<file path="src/rtl/fetch_stage.sv">
// Instruction fetch stage with IF/ID pipeline latch; owns the PC and the I-memory request.
// Defining FETCH_STATS_EN adds a fetch_count output that counts valid IF/ID loads.
module fetch_stage #(
    parameter logic [31:0] PC0       = 32'h00000000,
    parameter logic [31:0] HALT_WORD = 32'hFFFFFFFF
) (
    input  logic        CLK,
    input  logic        RST,
    input  logic        ihit,
    input  logic [31:0] imemload,
    output logic        imemREN,
    output logic [31:0] imemaddr,
    input  logic        stall,
    input  logic        redirect,
    input  logic [31:0] redirect_pc,
    input  logic        flush,
    input  logic        halt,
    output logic [31:0] ifid_instr,
    output logic [31:0] ifid_npc,
    output logic        ifid_valid
`ifdef FETCH_STATS_EN
    ,
    output logic [31:0] fetch_count
`endif
);

    typedef enum logic [1:0] {FETCH, HALT_PEND, HALTED} state_t;

    state_t      state, state_next;
    logic [31:0] pc, pc_next, pc_plus4;
    logic [31:0] instr_next, npc_next;
    logic        valid_next;

    assign pc_plus4 = pc + 32'd4;
    assign imemaddr = pc;
    assign imemREN  = (state == FETCH) && !RST;

    always_comb begin
        state_next = state;
        pc_next    = pc;
        instr_next = ifid_instr;
        npc_next   = ifid_npc;
        valid_next = ifid_valid;
        if (halt) begin
            state_next = HALTED;
            instr_next = '0;
            npc_next   = '0;
            valid_next = 1'b0;
        end else if (state != HALTED) begin
            if (redirect) begin
                // Redirect wins over stall; any word returned this cycle is discarded.
                state_next = FETCH;
                pc_next    = {redirect_pc[31:2], 2'b00};
                instr_next = '0;
                npc_next   = '0;
                valid_next = 1'b0;
            end else if (flush) begin
                instr_next = '0;
                npc_next   = '0;
                valid_next = 1'b0;
                if (state == FETCH && !stall && ihit) begin
                    pc_next = pc_plus4;
                end
            end else if (stall) begin
                pc_next = pc;
            end else if (state == FETCH && ihit) begin
                pc_next    = pc_plus4;
                instr_next = imemload;
                npc_next   = pc_plus4;
                valid_next = 1'b1;
                if (imemload == HALT_WORD) begin
                    state_next = HALT_PEND;
                end
            end else begin
                instr_next = '0;
                npc_next   = '0;
                valid_next = 1'b0;
            end
        end
    end

    always_ff @(posedge CLK or posedge RST) begin
        if (RST) begin
            state      <= FETCH;
            pc         <= PC0;
            ifid_instr <= '0;
            ifid_npc   <= '0;
            ifid_valid <= 1'b0;
        end else begin
            state      <= state_next;
            pc         <= pc_next;
            ifid_instr <= instr_next;
            ifid_npc   <= npc_next;
            ifid_valid <= valid_next;
        end
    end

`ifdef FETCH_STATS_EN
    logic valid_load;

    // Only the ihit-advance path ever places a real instruction into IF/ID.
    assign valid_load = !halt && (state == FETCH) && !redirect && !flush && !stall && ihit;

    always_ff @(posedge CLK or posedge RST) begin
        if (RST) begin
            fetch_count <= '0;
        end else if (valid_load) begin
            fetch_count <= fetch_count + 32'd1;
        end
    end
`endif

endmodule

</file>
<file path="config.mk">
export PLATFORM = sky130hd
export DESIGN_NAME = fetch_stage
export DESIGN_NICKNAME = d
export VERILOG_FILES = /design/src/rtl/fetch_stage.sv
export SDC_FILE = /design/constraint.sdc
export NUM_CORES = 1
export LEC_CHECK = 0
export BUFFER_PORTS_ARGS = -buffer_cell sky130_fd_sc_hd__buf_4
export CAP_MARGIN = 20
export CORE_MARGIN = 10
export CORE_UTILIZATION = 41
export CTS_CLUSTER_SIZE = 24
export DETAILED_ROUTE_END_ITERATION = 7
export PLACE_DENSITY = 0.68
export SLEW_MARGIN = 25
export SYNTH_ARGS = -nofsm -noshare
export SYNTH_HDL_FRONTEND = slang
export SYNTH_SLANG_ARGS = --single-unit
export TNS_END_PERCENT = 5
</file>
<file path="constraint.sdc">
create_clock -name CLK -period 6.5 [get_ports CLK]
set_input_delay 0.65 -clock CLK [delete_from_list [all_inputs] [get_ports CLK]]
set_output_delay 0.65 -clock CLK [all_outputs]
set_load 0.05 [all_outputs]
</file>
* After elaboration in Yosys (flattened, before gate mapping)
Index checks and enable logic that the tools add are counted.
Widths: inputs -> output; s select.
** Storage, ports and cells
- Register bits after elaboration :: 99
- Bits in latches :: 0
- Bits in writable memories :: 0
- ROM bits :: 0
- Input bits :: 71
- Memories :: 0
** Operators by class
- Add/sub/neg operators :: 1
- Multiply operators :: 0
- Div/mod/pow operators :: 0
- Magnitude comparators :: 0
- Equal/unequal tests :: 7
- Shifts and indexed selects :: 0
- Multiplexer cells :: 30
- Bitwise gates (word level) :: 1
- Reductions and logical operators :: 14
** Operators with widths (number)
- $mux 32 :: 17
- $add 32x3->32 const B :: 1
- $eq 32x32->1 const B :: 1
- $mux 2 :: 7
- $reduce_and 5->1 :: 2
- $reduce_bool 3->1 :: 3
- $mux 1 :: 6
- $ne 3x1->1 const B :: 2
- $ne 3x2->1 const B :: 2
- $logic_and 1x1->1 :: 4
- $ne 4x1->1 const B :: 1
- $logic_not 1->1 :: 2
- $logic_not 2->1 :: 1
- $ne 2x2->1 const B :: 1
- $reduce_and 2->1 :: 1
- $reduce_bool 2->1 :: 1
- $not 1->1 :: 1

* Depth between registers and ports, before layout
Gate-level depths: netlist of run 1.
- Depth after elaboration :: 8
- Depth in mapped cells :: 8

* Worst setup path after synthesis of run 1
Ideal clock, no wire load.
- Path kind :: input-to-output
- Start point :: input port RST
- End point :: output port imemREN
- Arrival :: 1695 ps
- Data required time :: 5850 ps
- Slack :: 4155 ps
- Cell stages on the path :: 1
- Path buffers :: 0
- Cells stage by stage :: nor3_1
** On the way
- Longest elaborated chain between the ends :: 2
** RTL lines
- start, declared :: line 8 : input logic RST,
- $logic_not 1->1 (no source line)
- $logic_and 1x1->1 :: line 36 : assign imemREN = (state == FETCH) && !RST;
- end, declared :: line 11 : output logic imemREN,
Every way passes these cells.

* Worst setup path in the final report of run 1
- Start point :: input port redirect
- End point :: register pc[30] (netlist: imemaddr[30])
** On the way
- Longest elaborated chain between the ends :: 2
- Elaborated cells on any way between the ends :: 5
- Those cells by class :: 2 x eq/ne; 1 x mux; 2 x reduce/logical
** RTL lines
- start, declared :: line 14 : input logic redirect,
- $ne 3x2->1 (no source line), or another cell as far along
- $reduce_and 5->1 (no source line)
- end signal, assigned :: line 91 : pc <= pc_next;
- end, declared :: line 30 : logic [31:0] pc, pc_next, pc_plus4;
Several ways; a longest one is shown, not always the timed one.
A chain may end at the register's enable or synchronous reset.

==> results of run 1 <==
## routing by layer
metal	share of wire	up-vias	wire, µm
li1	-	2112	-
met1	0.41	2145	6330
met2	0.49	162	7510
met3	0.072	24	1090
met4	0.021	0	327
met5	0	-	0
## worst max-delay path, stage by stage
cell	delay (ns)
buf_4	0.43
inv_1	0.08
buf_4	0.28
a211o_1	0.52
buf_4	0.33
or4_1	0.50
nand3_1	0.10
## kinds of logic after synthesis
family	Yosys count
AND/OR/NAND/NOR	184
AO/OA/AOI/OAI	143
flip-flops	96
buffers and inverters	48
XOR/XNOR	24
adder cells (fa/ha/maj)	1
other	1
multiplexers	1
## worst min path at each step
stage / to / slack [ns] / depth (start not counted)
global route: ifid_instr[20] / 0.29 / 2
floorplan: state[1] / 0.53 / 1
finish: ifid_instr[20] / 0.27 / 2
CTS: ifid_instr[15] / 0.26 / 2
detailed placement: ifid_npc[21] / 0.47 / 2
global placement: ifid_npc[20] / 0.46 / 2
## area by class of cell
cell class	instances	area, µm²	share of cell area
Clock inverter	7	53.8	0.00846
Sequential cell	96	2400	0.378
Tap cell	143	179	0.0281
Inverter	8	32.5	0.00511
Timing Repair Buffer	170	1280	0.201
Multi-Input combinational cell	355	2190	0.344
Clock buffer	9	225	0.0354
## flip-flops by register name (all words and copies together), names as in the netlist
register	cells
ifid_instr	32
ifid_npc	31
imemaddr	30
state	2
ifid_valid	1
## per-stage QoR
step | utilization | std cells | instance area [µm²] | worst slack [ns] | total power (W)
global placement | 0.532 | 772 | 6070 | 3.31 | 0.000839
CTS | 0.557 | 788 | 6360 | 3.88 | 0.00135
global route | 0.557 | 788 | 6360 | 3.70 | 0.00139
floorplan | - | 499 | 4780 | 3.34 | 0.000761
detailed placement | 0.532 | 772 | 6080 | 3.51 | 0.000843
finish | 0.557 | 788 | 6360 | 3.86 | 0.00134
## synth_stat cells, types with 3 or more instances
master      n
dfrtp_1    96
buf_2      11
and3_1     11
o211ai_1    6
nor2_1     24
buf_4       4
a21oi_1    22
nor2b_1     3
a22oi_1     5
clkbuf_1   21
a2bb2oi_1   5
xnor2_1     9
o22a_1      4
o22ai_1     6
nor4_1      6
or3_1       6
nand3_1    28
xor2_1     15
nor3_1     12
nor4_2      4
buf_1       4
or4_1       4
o21ai_0    45
a22o_1     33
a31oi_1     4
inv_1       8
nand4_1    17
nand2_1    56
## power groups by stage
stage                     clock network [W]  logic (W)  registers (W)
final                              0.000510   0.000189       0.000642
after CTS                          0.000519   0.000191       0.000641
after global placement                    0   0.000188       0.000652
after global routing               0.000542   0.000205       0.000645
after detailed placement                  0   0.000190       0.000653
after floorplan                           0  0.0000691       0.000692
==> flow_summary.yaml, run 1 <==
detailed_routing:
  drc_errors: 0
  postRouteAntennaNets: 0
  via_per_inst: 5.64
  drtIter0Drc: 421
  vias: 4443
  wl_um: 15300
  wl_per_cell_um: 19.4
  drt-pass1-iter-count: 5
pwr:
  p_seq_frac: 0.479
  p_switching_w: 0.000398
  p_clk_frac: 0.380
  combinationalPowerShare: 0.141
  power.density_nw_per_um2: 211
  intPower_w: 0.000943
  switching_share: 0.297
  vdd_drop_max_mv: 0.117
  power.leakage_nw: 2.91
setup_path:
  crit_required_ns: 6.79
  crit_path_start: "redirect"
  rr_endpoint: "imemaddr[30]"
  reg2reg_from: "state[0]"
  crit_end: "imemaddr[30]"
  crit_fanout: 54
  worstSetupPathType: "input port to register"
  end_kind: "register"
  r2r_slack_ns: 4.09
  arrival_ns: 2.93
  r2r_cells: 5
  crit_path_start_kind: "input port"
cts:
  path_clk_slew_ns: 0.07
  cts_setup_buffers: 0
  clockBufferDepth: 2
  clock-sinks: 96
  htree_levels: 3
  clkLatencyLatePin_ns: 0.35
  ctsHoldBuffers: 0
  cts_tree: "built"
  cts_inserted_buffers: 9
  cts_resized: 0
  cts_root_buf: "clkbuf_16"
logic_synthesis:
  ys_ff_latch: 96
  synth_area_leaders: "dfrtp_1 50%, a22o_1 6.0%, o21ai_0 4.7%, nand2_1 4.4%, nand3_1 2.9%"
  synth_xor_area_frac: 0.0440
  synth_top_area_cell: "dfrtp_1"
  synth_top_area_share: 0.503
  synthesis.area_um2: 4780
  netlist_instances: 498
  synth-compound-area-share: 0.199
  synth-simple-area-share: 0.205
  synth_top_family_by_area: "simple AND/OR/NAND/NOR gates"
  async_flop_share: 1.00
  syn_area_per_cell_um2: 9.60
  ys_types: 51
  synth-edff-count: 0
  yosys_most_used_dff: "dfrtp_1"
  synth_fa_ha_area_frac: 0.00262
  synth_warnings: 0
  synth_seq_area_share: 0.503
  muxShareOfSynthArea: 0.00209
timing:
  holdWs_ns: 0.266
  relSlewSlack: 0.538
  hold_violations: 0
  finalSetupTns_ns: 0
  post-route-period-util: 0.407
  finalClockSkew_ns: 0.00941
  finalSetupViolCount: 0
  min_period_ns: 2.64
  drv_slew: 0
  fmax_mhz: 378
  worstMarginPinSlew_ns: 0.692
  grt_setup_unrepaired: "false"
floorplanning:
  rows: 39
  start_util: 0.418
  ioPinCount: 169
  die_x_um: 128
  die-area_um2: 16400
  coreArea_um2: 11400
  fp.dieH_um: 128
finish:
  num_antenna_cells: 0
  layout_commonest_cell: "buf_4"
  mostFrequentLayoutCells: "169 x buf_4, 96 x dfrtp_1, 56 x nand2_1"
  area_growth_pct: 33.1
  final_nets: 712
  fillCellCount: 1084
  layout-drive-gt1-share: 0.309
hold_path:
  hp-class: "input port to asynchronous set/reset pin"
status:
  outcome: "completed"
grt:
  grt_util_met3: 0.0443
  grt_pass1_vias: 4407
  grt_usage: 0.183
  antenna_found_initial: 0
  grt_util_met2: 0.293
  grt_max_degree: 74
  met1_usage: 0.233
  busiest_layer: "met2"
  grt_pass1_wl_um: 24300
  overflow: 0
job:
  max_cap_viol_count: 0
place:
  dp_hpwl_um: 11000
  io_buffer_count: 164
  gp_congestion: 0.830
(Power assumes the default switching activity.)
==> run 2, diff against run 1 <==
Clock period 6.5 ns to 2.7 ns, I/O delays scaled along.
==> flow_summary.yaml, run 2 (synthesis results as in run 1) <==
timing:
  relSlewSlack: 0.323
  grt_setup_unrepaired: "false"
  fmax_mhz: 418
  post-route-period-util: 0.886
  min_period_ns: 2.39
  drv_slew: 0
  hold_violations: 0
  finalClockSkew_ns: 0.00388
  finalSetupViolCount: 0
  finalSetupTns_ns: 0
  holdWs_ns: 0.0812
  worstMarginPinSlew_ns: 1.01
cts:
  ctsHoldBuffers: 0
  cts_root_buf: "clkbuf_16"
  cts_tree: "built"
  cts_setup_buffers: 0
  clock-sinks: 96
  cts_inserted_buffers: 9
  cts_resized: 0
  clockBufferDepth: 2
  htree_levels: 3
  clkLatencyLatePin_ns: 0.34
  path_clk_slew_ns: 0.07
job:
  max_cap_viol_count: 0
detailed_routing:
  drtIter0Drc: 323
  drc_errors: 0
  drt-pass1-iter-count: 5
  vias: 4411
  wl_per_cell_um: 19.3
  postRouteAntennaNets: 0
  via_per_inst: 5.56
  wl_um: 15300
setup_path:
  arrival_ns: 2.68
  cp_top_family: "simple AND/OR/NAND/NOR gates"
  crit_required_ns: 2.98
  end_kind: "register"
  critPathBufInv: 1
  cpPeakStageDelay_ns: 0.79
  slowest_stage: "nor2_4"
  crit_chain: "nor2b_1, a21oi_1, nor2_4, buf_4, a22o_1"
  worstSetupPathType: "register to register"
  crit_path_start_kind: "register"
  crit_fanout: 42
finish:
  post-route-util: 0.566
  layout_commonest_cell: "buf_4"
  final_nets: 717
  mostFrequentLayoutCells: "174 x buf_4, 96 x dfrtp_1, 56 x nand2_1"
  largest_reg_flops: 32
  multi_input_area_um2: 2180
  area_growth_pct: 35.3
  layout-drive-gt1-share: 0.312
  fillCellCount: 1041
  regMostFlops: "ifid_instr"
  fin_area_um2: 6460
  num_antenna_cells: 0
  seqCellArea_um2: 2400
pwr:
  power.density_nw_per_um2: 533
  power.total_w: 0.00345
  power.leakage_nw: 2.98
  vdd_drop_max_mv: 0.272
floorplanning:
  die-area_um2: 16400
  coreArea_um2: 11400
  fp.dieH_um: 128
  ioPinCount: 169
  start_util: 0.418
  die_x_um: 128
  rows: 39
grt:
  antenna_found_initial: 0
  grt_pass1_wl_um: 24000
  grt_max_degree: 43
  overflow: 0
  grt_pass1_vias: 4389
  grt_usage: 0.181
place:
  gp_congestion: 0.836
  dp_hpwl_um: 11300
  dpl_cell_area_um2: 6120
  io_buffer_count: 164
hold_path:
  hp-class: "input port to asynchronous set/reset pin"
status:
  outcome: "completed"
[run 2: cell types whose count changed in the layout (fill, tap and decap cells not counted), sizes merged]
cell	change
buf	+5
bufinv	+2
clkbuf	+2
clkinv	-1
clkinvlp	-2
inv	-1
[run 2: final timing paths]
kind / startpoint / to / slack, ns / depth (start not counted)
max: state[1] / ifid_instr[16] / 0.31 / 5
min: RST / ifid_instr[16] / 0.08 / 2
max reg2reg: state[1] / ifid_instr[16] / 0.31 / 5
min reg2reg: ifid_valid / ifid_valid / 0.48 / 2
max in group asynchronous: RST / ifid_npc[23] / 1.85 / 3
min in group CLK: imemload[18] / ifid_instr[18] / 0.14 / 2
[run 2: routing by layer]
layer	vias up	global-route usage	wire, µm
li1	2120	-	-
met1	2129	0.226	6430
met3	21	0.0471	1010
met4	0	0.0662	289
met5	-	0	0
met2	141	0.295	7540
[run 2: metrics by stage]
step | setup slack (ns) | instances
floorplan | 0.546 | 499
global placement | 0.439 | 777
detailed placement | 0.317 | 777
CTS | 0.304 | 793
global route | 0.0896 | 793
finish | 0.308 | 793
[run 2: layout make-up]
cell class	count	share of cell area
flip-flops and latches	96	0.372
multi-input cells	355	0.338
repair buffers	175	0.205
clock buffers	11	0.0391
well taps	143	0.0277
clock inverters	5	0.0134
inverters	8	0.00523
[run 2: report_power, final]
part	switching, W	total [W]	internal (W)	leakage, nW
clock	0.000569	0.00144	0.000871	0.167
combinational	0.000287	0.000460	0.000173	1.54
sequential	0.0000764	0.00155	0.00147	1.26
total	0.000932	0.00345	0.00251	2.98
==> run 3, diff against run 2 <==
Settings changed: ABC_AREA set to 1, CTS_CLUSTER_SIZE 24 to unset.
==> flow_summary.yaml, run 3 <==
logic_synthesis:
  async_flop_share: 1.00
  synth_warnings: 0
  yosysMostFrequentCell: "nand2_1"
  synth_area_leaders: "dfrtp_1 50%, nand2_1 21%, nor2_1 6.8%, o21ai_0 4.3%, a21oi_1 4.1%"
  ys_top_cells_by_count: "269 x nand2_1, 96 x dfrtp_1, 87 x nor2_1, 43 x inv_1, 41 x o21ai_0"
  netlist_instances: 664
  ys_ff_latch: 96
  ys_types: 26
  synthesis.area_um2: 4800
  synth-edff-count: 0
  syn_area_per_cell_um2: 7.24
  synth_top_area_cell: "dfrtp_1"
  yosys_most_used_dff: "dfrtp_1"
  synth_seq_area_share: 0.500
  synth_top_area_share: 0.500
timing:
  grt_setup_unrepaired: "false"
  setup_slack_ns: 0.690
  hold_violations: 0
  relSlewSlack: 0.443
  worstMarginPinSlew_ns: 0.835
  holdWs_ns: 0.0918
  drv_slew: 0
  min_period_ns: 2.01
  post-route-period-util: 0.744
  finalClockSkew_ns: 0.00811
  fmax_mhz: 498
  finalSetupViolCount: 0
  finalSetupTns_ns: 0
setup_path:
  r2r_cells: 10
  crit_path_start: "imemaddr[3]"
  crit_fanout: 5
  reg2reg_from: "imemaddr[3]"
  critPathBufInv: 0
  arrival_ns: 2.20
  worstSetupPathType: "register to register"
  crit_top_cell: "nand2_1"
  r2r_slack_ns: 0.69
  crit_required_ns: 2.89
  cp_top_family: "simple AND/OR/NAND/NOR gates"
  cpPeakStageDelay_ns: 0.43
  rr_endpoint: "imemaddr[22]"
  crit_chain: "ha_1, nand2_1, nor2_1, nand2_1, nor2_1, nand2_1, nand2_1, nand3_1, nand2_1, o21ai_0"
  slowest_stage: "dfrtp_1"
  end_kind: "register"
  crit_path_start_kind: "register"
cts:
  cts_tree: "built"
  path_clk_slew_ns: 0.07
  cts_resized: 0
  htree_levels: 3
  cts_root_buf: "clkbuf_16"
  clkLatencyLatePin_ns: 0.34
  cts_inserted_buffers: 9
  clockBufferDepth: 2
  cts_setup_buffers: 0
  clock-sinks: 96
  ctsHoldBuffers: 0
pwr:
  power.leakage_nw: 3.47
  vdd_drop_max_mv: 0.449
  power.density_nw_per_um2: 714
finish:
  layout-drive-gt1-share: 0.232
  area_growth_pct: 34.1
  regMostFlops: "ifid_instr"
  final_nets: 892
  num_antenna_cells: 0
  largest_reg_flops: 32
  fillCellCount: 1123
  fin_area_um2: 6440
  layout_commonest_cell: "nand2_1"
  mostFrequentLayoutCells: "269 x nand2_1, 167 x buf_4, 96 x dfrtp_1"
job:
  max_cap_viol_count: 0
status:
  outcome: "completed"
place:
  dp_hpwl_um: 11800
  io_buffer_count: 164
  gp_congestion: 0.915
  pre_cts_slack_ns: 0.688
  dpl_cell_area_um2: 6160
floorplanning:
  coreArea_um2: 11500
  ioPinCount: 169
  die_x_um: 128
  start_util: 0.419
  rows: 39
  die-area_um2: 16400
  fp.dieH_um: 128
grt:
  grt_max_degree: 64
  grt_pass1_vias: 5005
  grt_usage: 0.192
  antenna_found_initial: 0
  overflow: 0
  grt_pass1_wl_um: 25900
hold_path:
  hp-class: "input port to asynchronous set/reset pin"
detailed_routing:
  postRouteAntennaNets: 0
  vias: 4870
  wl_um: 15800
  wl_per_cell_um: 16.3
  via_per_inst: 5.03
  drc_errors: 0
  drtIter0Drc: 355
  drt-pass1-iter-count: 5
==> run 3: changes by cell type in the layout (fill, tap and decap cells not counted), moves of 7 or more <==
cell / previous run / this run
and3_1: 11 / 0
inv_1: 7 / 42
nor2_1: 23 / 87
a22o_1: 33 / 0
xnor2_1: 9 / 1
a21oi_1: 22 / 39
xor2_1: 15 / 2
nand4_1: 17 / 8
buf_4: 174 / 167
nor3_1: 12 / 4
nand2_1: 56 / 269
==> run 3: metal layers <==
layer	up-vias	wire length (µm)	global-route usage
met4	0	231	0.0656
li1	2413	-	-
met3	14	1610	0.0682
met2	177	7320	0.301
met5	-	0	0
met1	2266	6620	0.240
==> run 3: worst max path at each step <==
stage | to | slack (ns) | depth (start not counted)
finish | imemaddr[22] | 0.69 | 10
CTS | ifid_npc[22] | 0.67 | 8
global placement | ifid_npc[22] | 0.71 | 8
global route | ifid_npc[22] | 0.46 | 8
detailed placement | ifid_instr[0] | 0.69 | 9
floorplan | imemaddr[28] | 0.73 | 10
==> run 3: area by class of cell <==
class	count	area (µm²)	area share
multi-input combinational	499	2120	0.330
timing repair buffer	168	1270	0.198
clock buffer	12	256	0.0398
sequential	96	2400	0.373
inverter	46	176	0.0274
tap	143	179	0.0278
clock inverter	4	28.8	0.00447
==> run 3: report_power, final <==
part           total [W]  switching, W  internal [W]
clock            0.00122      0.000549      0.000676
sequential       0.00181      0.000224       0.00158
combinational    0.00157       0.00110      0.000469
total            0.00460       0.00187       0.00273
==> run 3: metrics by stage <==
stage	total power, W	cells	utilization
finish	0.00460	968	0.562
global placement	0.00338	952	0.537
detailed placement	0.00340	952	0.537
CTS	0.00464	968	0.562
global route	0.00488	968	0.562
floorplan	0.00284	665	-
==> run 3: kinds of logic (layout without fill, tap and decap cells) <==
kind of cell    Yosys count  after routing  share of synthesized area
flops                    96             96                      0.500
other cells               1              2                   0.000781
xor+xnor                  3              3                    0.00547
simple gates            405            405                      0.335
fa+ha+maj                 1              1                    0.00260
buf+inv                  70            230                     0.0586
compound gates           88             88                     0.0979
